**config.mk**
```make
export PLATFORM = sky130hd
export DESIGN_NAME = time_date_counter
export DESIGN_NICKNAME = d
export VERILOG_FILES = /design/src/rtl/time_date_counter_pkg.sv /design/src/rtl/time_date_counter_tick_gen.sv /design/src/rtl/time_date_counter.sv
export SDC_FILE = /design/constraint.sdc
export NUM_CORES = 1
export LEC_CHECK = 0
export BUFFER_PORTS_ARGS = -buffer_cell sky130_fd_sc_hd__buf_2
export CORE_AREA = 2 2 85 87
export CTS_BUF_LIST = sky130_fd_sc_hd__clkbuf_4 sky130_fd_sc_hd__clkbuf_8 sky130_fd_sc_hd__clkbuf_16
export CTS_CLUSTER_SIZE = 30
export DETAILED_ROUTE_END_ITERATION = 7
export DIE_AREA = 0 0 87 89
export PLACE_DENSITY = 0.88
export SETUP_SLACK_MARGIN = 0.1
export SLEW_MARGIN = 20
export SYNTH_ARGS = -nofsm -noshare
export SYNTH_HDL_FRONTEND = slang
export SYNTH_SLANG_ARGS = --single-unit
```
**constraint.sdc**
```tcl
create_clock -name clk -period 4.06 [get_ports clk]
set_input_delay 0.406 -clock clk [delete_from_list [all_inputs] [get_ports clk]]
set_output_delay 0.406 -clock clk [all_outputs]
set_load 0.01 [all_outputs]
```
**src/rtl/time_date_counter_pkg.sv**
```systemverilog
// Shared RTC field limits, widths and the calendar month-length function
// (also used by the keyboard set/edit logic).
package time_date_counter_pkg;

  localparam int unsigned SEG_W  = 6;
  localparam int unsigned MIN_W  = 6;
  localparam int unsigned HORA_W = 5;
  localparam int unsigned YEAR_W = 7;
  localparam int unsigned MES_W  = 4;
  localparam int unsigned DIA_W  = 5;

  localparam logic [SEG_W-1:0]  SEG_MAX  = 6'd59;
  localparam logic [MIN_W-1:0]  MIN_MAX  = 6'd59;
  localparam logic [HORA_W-1:0] HORA_MAX = 5'd23;
  localparam logic [YEAR_W-1:0] YEAR_MAX = 7'd99;
  localparam logic [MES_W-1:0]  MES_MAX  = 4'd12;

  // Leap rule year%4==0 is exact for 2000-2099; invalid months give 0.
  function automatic logic [DIA_W-1:0] days_in_month(input logic [MES_W-1:0]  mes,
                                                     input logic [YEAR_W-1:0] year);
    logic [DIA_W-1:0] d;
    d = '0;
    case (mes)
      4'd1, 4'd3, 4'd5, 4'd7, 4'd8, 4'd10, 4'd12: d = 5'd31;
      4'd4, 4'd6, 4'd9, 4'd11:                    d = 5'd30;
      4'd2:    d = (year[1:0] == 2'b00) ? 5'd29 : 5'd28;
      default: d = '0;
    endcase
    return d;
  endfunction

endpackage

```
**src/rtl/time_date_counter_tick_gen.sv**
```systemverilog
// Prescaler: one-cycle tick every CLK_DIV cycles of run=1; clr restarts the phase.
module tick_gen #(
  parameter int unsigned CLK_DIV = 100_000_000
) (
  input  logic clk,
  input  logic reset,
  input  logic run,
  input  logic clr,
  output logic tick
);

  localparam int unsigned CW = (CLK_DIV > 2) ? $clog2(CLK_DIV) : 1;
  localparam logic [CW-1:0] LAST = CW'(CLK_DIV - 1);

  logic [CW-1:0] cnt;

  assign tick = run && (cnt == LAST);

  always_ff @(posedge clk or posedge reset) begin
    if (reset)    cnt <= '0;
    else if (clr) cnt <= '0;
    else if (run) cnt <= tick ? '0 : cnt + CW'(1);
  end

endmodule

```
**src/rtl/time_date_counter.sv**
```systemverilog
// RTC core: 1 Hz prescaler plus cascaded time/date counters with validated loads.
module time_date_counter
  import time_date_counter_pkg::*;
#(
  parameter int unsigned CLK_DIV = 100_000_000
) (
  input  logic              clk,
  input  logic              reset,
  input  logic              run,
  input  logic              load_time,
  input  logic              load_date,
  input  logic [SEG_W-1:0]  set_seg,
  input  logic [MIN_W-1:0]  set_min,
  input  logic [HORA_W-1:0] set_hora,
  input  logic [YEAR_W-1:0] set_year,
  input  logic [MES_W-1:0]  set_mes,
  input  logic [DIA_W-1:0]  set_dia,
  output logic [SEG_W-1:0]  Cuenta_Segundos,
  output logic [MIN_W-1:0]  Cuenta_Minutos,
  output logic [HORA_W-1:0] Cuenta_Horas,
  output logic [YEAR_W-1:0] Cuenta_Year,
  output logic [MES_W-1:0]  Cuenta_Mes,
  output logic [DIA_W-1:0]  Cuenta_Dia,
  output logic              tick_1hz,
  output logic              load_err
);

  logic tick;
  logic time_ok, date_ok;
  logic sec_wrap, min_wrap, hora_wrap, dia_wrap, mes_wrap, year_wrap;
  logic day_carry;

  assign time_ok = (set_seg <= SEG_MAX) && (set_min <= MIN_MAX) && (set_hora <= HORA_MAX);
  assign date_ok = (set_year <= YEAR_MAX) && (set_mes != '0) && (set_mes <= MES_MAX) &&
                   (set_dia != '0) && (set_dia <= days_in_month(set_mes, set_year));

  assign sec_wrap  = (Cuenta_Segundos == SEG_MAX);
  assign min_wrap  = (Cuenta_Minutos == MIN_MAX);
  assign hora_wrap = (Cuenta_Horas == HORA_MAX);
  assign dia_wrap  = (Cuenta_Dia == days_in_month(Cuenta_Mes, Cuenta_Year));
  assign mes_wrap  = (Cuenta_Mes == MES_MAX);
  assign year_wrap = (Cuenta_Year == YEAR_MAX);

  // A load_time strobe owns the time group this edge, so its rollover cannot carry.
  assign day_carry = tick && !load_time && sec_wrap && min_wrap && hora_wrap;

  tick_gen #(.CLK_DIV(CLK_DIV)) u_tick_gen (
    .clk   (clk),
    .reset (reset),
    .run   (run),
    .clr   (load_time && time_ok),
    .tick  (tick)
  );

  always_ff @(posedge clk or posedge reset) begin
    if (reset) begin
      Cuenta_Segundos <= '0;
      Cuenta_Minutos  <= '0;
      Cuenta_Horas    <= '0;
      Cuenta_Year     <= '0;
      Cuenta_Mes      <= 4'd1;
      Cuenta_Dia      <= 5'd1;
      tick_1hz        <= 1'b0;
      load_err        <= 1'b0;
    end else begin
      tick_1hz <= tick;
      load_err <= (load_time && !time_ok) || (load_date && !date_ok);

      if (load_time) begin
        if (time_ok) begin
          Cuenta_Segundos <= set_seg;
          Cuenta_Minutos  <= set_min;
          Cuenta_Horas    <= set_hora;
        end
      end else if (tick) begin
        Cuenta_Segundos <= sec_wrap ? '0 : Cuenta_Segundos + 6'd1;
        if (sec_wrap) begin
          Cuenta_Minutos <= min_wrap ? '0 : Cuenta_Minutos + 6'd1;
          if (min_wrap) Cuenta_Horas <= hora_wrap ? '0 : Cuenta_Horas + 5'd1;
        end
      end

      if (load_date) begin
        if (date_ok) begin
          Cuenta_Year <= set_year;
          Cuenta_Mes  <= set_mes;
          Cuenta_Dia  <= set_dia;
        end
      end else if (day_carry) begin
        Cuenta_Dia <= dia_wrap ? 5'd1 : Cuenta_Dia + 5'd1;
        if (dia_wrap) begin
          Cuenta_Mes <= mes_wrap ? 4'd1 : Cuenta_Mes + 4'd1;
          if (mes_wrap) Cuenta_Year <= year_wrap ? '0 : Cuenta_Year + 7'd1;
        end
      end
    end
  end

endmodule

```
==> out/metrics.yaml, run 1 <==
run_status:
  outcome: "complete, no violations"
synthesis:
  syn_avg_cell_area_um2: 8.77
  synth-seq-cells: 62
  synth_cell_types: 69
  syn_inst: 459
  ys_seq_area_share_pct: 38.6
  syn_area_um2: 4030
  ys_async_sr_fraction_pct: 100
  yosysWarningCount: 0
  synth-edff-count: 0
  synthFlopType: "dfrtp_1"
  synthesis.nets: 513
global_routing:
  antenna_found_initial: 0
  grt_max_degree: 55
  grtUsageTotal_pct: 28.8
  gr-total-overflow: 0
  grt_pass1_vias: 3792
  grt_pass1_wl_mm: 17.7
detailed_routing:
  drcViolationCount: 0
  wirelength_mm: 10.6
  drt_pass1_iterations: 5
  vias: 4074
  wl_per_cell_um: 17.3
  drtAntennaViolNets: 0
  viasPerCell: 6.66
  drt-initial-drc-count: 302
setup_path:
  crit_fanout: 15
  r2r-start: "Cuenta_Mes[0]"
  worstPathArrival_ps: 3620
  end_kind: "flop"
  path_class: "input pin to flop"
  reg2reg_depth: 8
  required_ps: 4330
  r2r_slack_ps: 1440
  r2r_end: "Cuenta_Year[5]"
  cp-start-kind: "input pin"
hold_path:
  min_from: "set_min[5]"
  holdPathStages: 3
  hp-class: "input pin to flop"
  min_to: "Cuenta_Minutos[5]"
timing:
  worst_slack_ps: 710
  period_share_pct: 82.5
  drv_slew: 0
  min_period_ps: 3350
  slew_headroom_pct: 37.5
  finalHoldViolations: 0
  rsz0062_at_grt: "false"
  clock_skew_ps: 10.4
  finalSetupTns_ps: 0
  fmax_ghz: 0.298
  worst_slew_pin_slew_ps: 930
  setup_viol: 0
run:
  drv_cap: 0
clock_tree:
  cts_resized: 0
  clk_path_buf_depth: 2
  cts.clk_slew.worst_paths_ps: 70
  cts_hold_repair.buffers: 1
  h-tree-depth: 3
  cts_tree: "yes"
  clock_sinks: 62
  cts-root-buf: "clkbuf_8"
  clk_latency_ps: 350
  numCtsBuffers: 9
  post_cts_buffers: 0
finish:
  nFillCells: 535
  num_antenna_cells: 0
  nets: 581
  drive_gt1_share_pct: 20.3
  area_growth_syn_to_layout_pct: 14.7
placed_design:
  portBuffers: 72
  dp_slack_ps: 468
  hpwl_mm: 7.54
  gp_congestion: 0.969
die:
  dieArea_um2: 7740
  placementRows: 30
  pin_count: 73
  fp.dieH_um: 89
  start_util_pct: 59.9
  fp.coreArea_um2: 6720
  die_w_um: 87
power:
  power-per-cell-area_nw_per_um2: 450
  peakVddDrop_mv: 0.233
  p_leak_nw: 2.03
report_power, final:
part           internal (mW)  switching, mW
registers              0.730          0.169
logic                  0.283          0.382
clock network          0.274          0.239
total                   1.29          0.789
routing by layer:
metal / global-route usage [%] / vias up / wire length [um]
li1: - / 1860 / -
met1: 37.2 / 1956 / 4390
met2: 47.3 / 230 / 5040
met3: 5.08 / 28 / 890
met4: 14.1 / 0 / 253
met5: 0 / - / 0
cell type report:
type	count	area (um^2)	area share, %
multi-input cells	353	2300	49.7
flip-flops and latches	62	1550	33.7
repair buffers	75	385	8.35
well taps	80	100	2.17
clock inverters	2	10.0	0.217
clock buffers	14	174	3.77
inverters	26	97.6	2.11
kinds of logic (layout without fill, tap and decap cells):
logic type               Yosys count  after routing  share of synthesized area (%)
AND/OR/NAND/NOR                  188            188                           24.5
flip-flops                        62             62                           38.6
multiplexers                       9              9                           2.30
buffers and inverters             44            117                           4.38
adder cells (fa/ha/maj)           16             16                           4.97
XOR/XNOR                          19             19                           4.13
AO/OA/AOI/OAI                    121            121                           21.2
synthesized netlist by cell type (all sizes together) (5+ instances only):
library cell	count	area (um^2)
and3	5	31.3
o21ai	21	116
xnor2	12	105
a21oi	32	164
or3	8	56.3
and2	7	43.8
nand2	37	139
a32oi	7	61.3
ha	16	200
buf	5	30.0
nor3	23	131
nand4	11	68.8
nand3	24	130
xor2	7	61.3
a31oi	5	31.3
nor4	13	87.6
a22oi	5	37.5
dfrtp	60	1500
inv	25	93.8
clkbuf	13	48.8
nor2	42	158
mux2i	7	70.1
registers in the layout, indices dropped and copies added (netlist names):
register / flops
u_tick_gen.cnt: 27
Cuenta_Year: 7
Cuenta_Minutos: 6
Cuenta_Segundos: 6
Cuenta_Dia: 5
Cuenta_Horas: 5
Cuenta_Mes: 4
load_err: 1
tick_1hz: 1
how the worst max path moves through the flow:
stage | from | end | slack [ps] | cells after the start
floorplan | set_mes[2] | Cuenta_Dia[2] | 1290 | 10
detailed placement | set_mes[2] | Cuenta_Year[1] | 470 | 10
CTS | set_mes[2] | Cuenta_Year[1] | 840 | 10
finish | set_mes[2] | Cuenta_Year[1] | 710 | 10
global placement | set_mes[2] | Cuenta_Year[6] | 700 | 10
global route | set_mes[2] | Cuenta_Year[1] | 630 | 10
metrics by stage:
stage | util [%] | hold slack, ps | cell area [um^2] | cells | total power [mW]
floorplan | - | 497 | 4030 | 459 | 1.30
global placement | 65.8 | 321 | 4420 | 595 | 1.52
detailed placement | 65.8 | 324 | 4420 | 595 | 1.56
CTS | 68.7 | 289 | 4620 | 612 | 2.07
global route | 68.7 | 299 | 4620 | 612 | 2.20
finish | 68.7 | 297 | 4620 | 612 | 2.08
critical path, cell delays in order:
cell and delay, ps:
buf_2 120, or3_1 380, o21ai_0 430, ha_1 360
a21oi_1 160, a21boi_0 120, o32ai_1 400, nand3_1 520
a21oi_2 490, mux2i_1 220
cells in the final DEF (no fill, tap or decap), drive strengths merged, types with 4 or more instances in the layout:
cell type	count
mux2i	7
o22ai	4
nor4	13
nand3	24
buf	74
inv	25
a21oi	32
a211oi	4
xnor2	12
a32o	4
a21o	4
a41oi	4
dfrtp	60
nor3	23
and3	5
nand2	37
ha	16
and2	7
nand4	11
nor2	42
o21ai	21
clkbuf	14
xor2	7
a31oi	5
or3	8
a32oi	7
a22oi	5
(Power assumes the default switching activity.)
==> inputs of run 2 (changes only) <==
--- a/config.mk
+++ b/config.mk
@@ -6,12 +6,12 @@
 export NUM_CORES = 1
 export LEC_CHECK = 0
 export BUFFER_PORTS_ARGS = -buffer_cell sky130_fd_sc_hd__buf_2
-export CORE_AREA = 2 2 85 87
+export CORE_AREA = 2 2 92 94
 export CTS_BUF_LIST = sky130_fd_sc_hd__clkbuf_4 sky130_fd_sc_hd__clkbuf_8 sky130_fd_sc_hd__clkbuf_16
 export CTS_CLUSTER_SIZE = 30
 export DETAILED_ROUTE_END_ITERATION = 7
-export DIE_AREA = 0 0 87 89
-export PLACE_DENSITY = 0.88
+export DIE_AREA = 0 0 94 96
+export PLACE_DENSITY = 0.8
 export SETUP_SLACK_MARGIN = 0.1
 export SLEW_MARGIN = 20
 export SYNTH_ARGS = -nofsm -noshare
==> constraint.sdc (replaced) <==
create_clock -name clk -period 3.05 [get_ports clk]
set_input_delay 0.305 -clock clk [delete_from_list [all_inputs] [get_ports clk]]
set_output_delay 0.305 -clock clk [all_outputs]
set_load 0.01 [all_outputs]
==> out/metrics.yaml, run 2 (synthesis results as in run 1) <==
global_routing:
  antenna_found_initial: 0
  grtUsageTotal_pct: 24.9
  gr-total-overflow: 0
  grt_max_degree: 49
  grt_pass1_wl_mm: 18.0
  grt_pass1_vias: 3811
clock_tree:
  h-tree-depth: 3
  clock_sinks: 62
  cts-root-buf: "clkbuf_8"
  clk_latency_ps: 350
  cts.clk_slew.worst_paths_ps: 70
  cts_tree: "yes"
  numCtsBuffers: 9
  clk_path_buf_depth: 2
  cts_resized: 0
power:
  peakVddDrop_mv: 0.305
  p_total_mw: 2.75
  p_leak_nw: 2.04
  power-per-cell-area_nw_per_um2: 587
finish:
  area_growth_syn_to_layout_pct: 16.3
  num_antenna_cells: 0
  final_common_cell: "buf_2"
  instances_no_fill: 643
  finish.instance_area_um2: 4680
  post-route-util_pct: 58.2
  drive_gt1_share_pct: 21.2
  largest_reg_flops: 27
  nets: 587
  nFillCells: 698
  regMostFlops: "u_tick_gen.cnt"
  layout_common_cells: "buf_2, dfrtp_1, nor2_1, nand2_1, a21oi_1"
  top_regs: "u_tick_gen.cnt (27), Cuenta_Year (7)"
setup_path:
  cp-start-kind: "flop"
  path_class: "flop to flop"
  r2r-start: "Cuenta_Mes[0]"
  end_kind: "flop"
  crit_fanout: 8
  r2r_slack_ps: 230
  worstPathArrival_ps: 3050
  required_ps: 3290
  r2r_end: "Cuenta_Year[5]"
  reg2reg_depth: 8
placed_design:
  gp_congestion: 0.953
  placed_area_um2: 4500
  hpwl_mm: 7.70
  numPlacedInstances: 626
  portBuffers: 72
die:
  pin_count: 73
  start_util_pct: 50.0
  dieArea_um2: 9020
  die_w_um: 94
  placementRows: 33
  fp.coreArea_um2: 8050
  fp.dieH_um: 96
hold_path:
  min_to: "Cuenta_Minutos[5]"
  holdPathStages: 3
  min_from: "set_min[5]"
  hp-class: "input pin to flop"
detailed_routing:
  drtAntennaViolNets: 0
  wirelength_mm: 10.7
  drt_pass1_iterations: 5
  vias: 4011
  wl_per_cell_um: 16.6
  drt-initial-drc-count: 289
  drcViolationCount: 0
  viasPerCell: 6.24
timing:
  min_period_ps: 2820
  worst_slew_pin_slew_ps: 1080
  fmax_ghz: 0.355
  finalHoldViolations: 0
  finalSetupTns_ps: 0
  rsz0062_at_grt: "false"
  period_share_pct: 92.4
  clock_skew_ps: 9.17
  setup_viol: 0
  drv_slew: 0
  slew_headroom_pct: 27.6
run_status:
  outcome: "complete, no violations"
run:
  drv_cap: 0
run 2: cell count changes in the layout (fill, tap and decap cells not counted):
cell,before,now
buf_4,2,8
clkbuf_4,3,0
clkinv_2,2,3
o21ai_0,18,19
clkbuf_8,11,10
o21ai_1,2,1
clkinvlp_4,0,3
run 2: cell type report:
type	count	area (um^2)	share of cell area, %
clock buffer	10	138	2.94
clock inverter	6	37.5	0.801
inverter	26	97.6	2.08
multi-input combinational	353	2300	49.0
sequential	62	1550	33.2
tap	105	131	2.80
timing repair buffer	81	430	9.19
run 2: power by group:
| part | total, mW | internal [mW] | switching [mW] |
|---|---|---|---|
| registers | 1.20 | 0.971 | 0.228 |
| logic | 0.897 | 0.383 | 0.514 |
| clock network | 0.654 | 0.312 | 0.342 |
run 2: worst max-delay path by stage:
| stage | cells after the start | end | start |
|---|---|---|---|
| final | 8 | Cuenta_Year[5] | Cuenta_Mes[0] |
| after global routing | 7 | Cuenta_Minutos[0] | u_tick_gen.cnt[0] |
| after CTS | 8 | Cuenta_Year[5] | Cuenta_Mes[0] |
| after detailed placement | 12 | Cuenta_Year[6] | set_mes[2] |
| after global placement | 12 | Cuenta_Year[1] | set_mes[2] |
| after floorplan | 10 | Cuenta_Dia[2] | set_mes[2] |
run 2: metal layers:
layer / global-route usage (%) / vias up / wire [um]
met5: 0 / - / 0
li1: - / 1873 / -
met4: 11.7 / 0 / 277
met3: 3.60 / 29 / 745
met1: 32.5 / 1914 / 4640
met2: 41.0 / 195 / 4990
run 2: through the flow:
stage	hold WS [ps]	setup WS, ps
6_report	191	233
5_1_grt	202	160
4_1_cts	181	354
3_5_place_dp	284	105
3_3_place_gp	276	223
2_1_floorplan	421	379
run 2: timing repair:
item                      in CTS  in global routing
hold buffers                   1                  0
setup buffers                  0                  0
hold endpoints to repair      12                  0
run 2: worst max-delay path: stages (launching register included):
cell	delay, ps
dfstp_2	610
inv_1	110
ha_1	270
a21oi_1	190
o221ai_1	130
a32oi_1	350
o21ai_1	320
a2111o_1	460
a32o_1	260
==> inputs of run 3 (changes only) <==
--- a/config.mk
+++ b/config.mk
@@ -11,7 +11,7 @@
 export CTS_CLUSTER_SIZE = 30
 export DETAILED_ROUTE_END_ITERATION = 7
 export DIE_AREA = 0 0 94 96
-export PLACE_DENSITY = 0.8
+export PLACE_DENSITY_LB_ADDON = 0.12
 export SETUP_SLACK_MARGIN = 0.1
 export SLEW_MARGIN = 20
 export SYNTH_ARGS = -nofsm -noshare
==> out/metrics.yaml, run 3 (synthesis results as in run 1) <==
placed_design:
  hpwl_mm: 7.63
  numPlacedInstances: 627
  portBuffers: 72
  gp_congestion: 0.844
timing:
  slew_headroom_pct: 31.5
  min_period_ps: 2680
  setup_viol: 0
  rsz0062_at_grt: "false"
  worst_slew_pin_slew_ps: 1020
  clock_skew_ps: 9.23
  finalHoldViolations: 0
  drv_slew: 0
  period_share_pct: 87.7
  fmax_ghz: 0.374
clock_tree:
  cts.clk_slew.worst_paths_ps: 70
  clk_path_buf_depth: 2
  cts_tree: "yes"
  cts-root-buf: "clkbuf_8"
  clock_sinks: 62
  h-tree-depth: 3
  clk_latency_ps: 340
  numCtsBuffers: 9
finish:
  final_common_cell: "buf_2"
  drive_gt1_share_pct: 21.3
  num_antenna_cells: 0
  layout_common_cells: "buf_2, dfrtp_1, nor2_1, nand2_1, a21oi_1"
  nFillCells: 730
  top_regs: "u_tick_gen.cnt (27), Cuenta_Year (7)"
  instances_no_fill: 644
  nets: 588
  multi_input_area_um2: 2300
  area_growth_syn_to_layout_pct: 17.4
  regMostFlops: "u_tick_gen.cnt"
  ff_latch_area_um2: 1550
  largest_reg_flops: 27
power:
  peakVddDrop_mv: 0.324
  power-per-cell-area_nw_per_um2: 602
  p_leak_nw: 2.07
  p_total_mw: 2.85
setup_path:
  crit_start: "set_mes[2]"
  slowest_delay_ps: 390
  critical-path-top-delay-family: "compound AO/OA/AOI/OAI gates"
  r2r_slack_ps: 380
  path_class: "input pin to flop"
  required_ps: 3310
  path_buf_inv: 2
  path_cells: "buf_2, or3_1, o21ai_1, ha_1, a21oi_1, a21boi_0, o32ai_1, nand3_1, buf_4, a21oi_2, mux2i_1"
  end_kind: "flop"
  critPathSlowestCell: "or3_1"
  worstPathArrival_ps: 2940
  cp-start-kind: "input pin"
  r2r-start: "Cuenta_Mes[0]"
  crit_fanout: 9
detailed_routing:
  vias: 3835
  dr.max_layer_used: "met4"
  drt_pass1_iterations: 5
  wl_per_cell_um: 16.1
  wl_met1_mm: 4.82
  met2_length_mm: 4.90
  wirelength_mm: 10.4
  drtAntennaViolNets: 0
  viasPerCell: 5.95
  drcViolationCount: 0
  drt-initial-drc-count: 139
  wl_met3_um: 444
run_status:
  outcome: "complete, no violations"
die:
  start_util_pct: 50.0
  placementRows: 33
  die_w_um: 94
  pin_count: 73
  fp.coreArea_um2: 8050
  dieArea_um2: 9020
  fp.dieH_um: 96
global_routing:
  grtUsageTotal_pct: 23.8
  gr-total-overflow: 0
  grt_pass1_vias: 3540
  grt_pass1_wl_mm: 16.9
  grt_max_degree: 28
  antenna_found_initial: 0
hold_path:
  hp-class: "input pin to flop"
  min_from: "set_min[5]"
run:
  drv_cap: 0
## run 3: worst min-delay path, delay by kind of cell
family	cells	cell delay (ps)
and+or+nand+nor	1	50
AOI/OAI and AO/OA	1	50
buffers and inverters	1	90
## run 3: path summary, 6_finish.rpt
path	end	cells after the start
setup reg to reg	Cuenta_Year[5]	8
hold / removal	Cuenta_Minutos[5]	3
hold reg to reg	Cuenta_Segundos[1]	2
min in group asynchronous	Cuenta_Dia[1]	3
max in group asynchronous	u_tick_gen.cnt[21]	4
setup / recovery	Cuenta_Year[1]	11
## run 3: timing repair
action | CTS | global route
buffers inserted | 0 | 0
endpoints found under the setup margin | 0 | 9
hold buffers | 1 | 0
hold endpoints to repair | 15 | 0
resized for setup | 0 | 1
## run 3: through the flow
step                      utilization, %  setup WS (ps)  hold WS, ps  setup TNS, ps  instance area (um^2)
after global routing                58.7            129          184              0                  4730
after CTS                           58.7            261          168              0                  4730
after floorplan                        -            379          421              0                  4030
after detailed placement            56.0          -95.4          368           -342                  4510
final                               58.7            374          188              0                  4730
after global placement              56.0           32.2          348              0                  4510
## run 3: metal layers
layer / global-route usage, % / up-vias
met3: 3.60 / 18
met4: 9.18 / 0
met5: 0 / -
met2: 39.0 / 101
li1: - / 1876
met1: 32.0 / 1840
## run 3: layout make-up
type,instances,area share (%)
Sequential cell,62,32.9
Multi-Input combinational cell,353,48.6
Tap cell,105,2.78
Timing Repair Buffer,82,9.26
Inverter,26,2.06
Clock buffer,15,3.84
Clock inverter,1,0.635
## run 3: report_power, final
part           switching, mW  internal [mW]  leakage [nW]
clock network          0.313          0.460         0.112
logic                  0.497          0.384          1.18
registers              0.222          0.972         0.784
total                   1.03           1.82          2.07
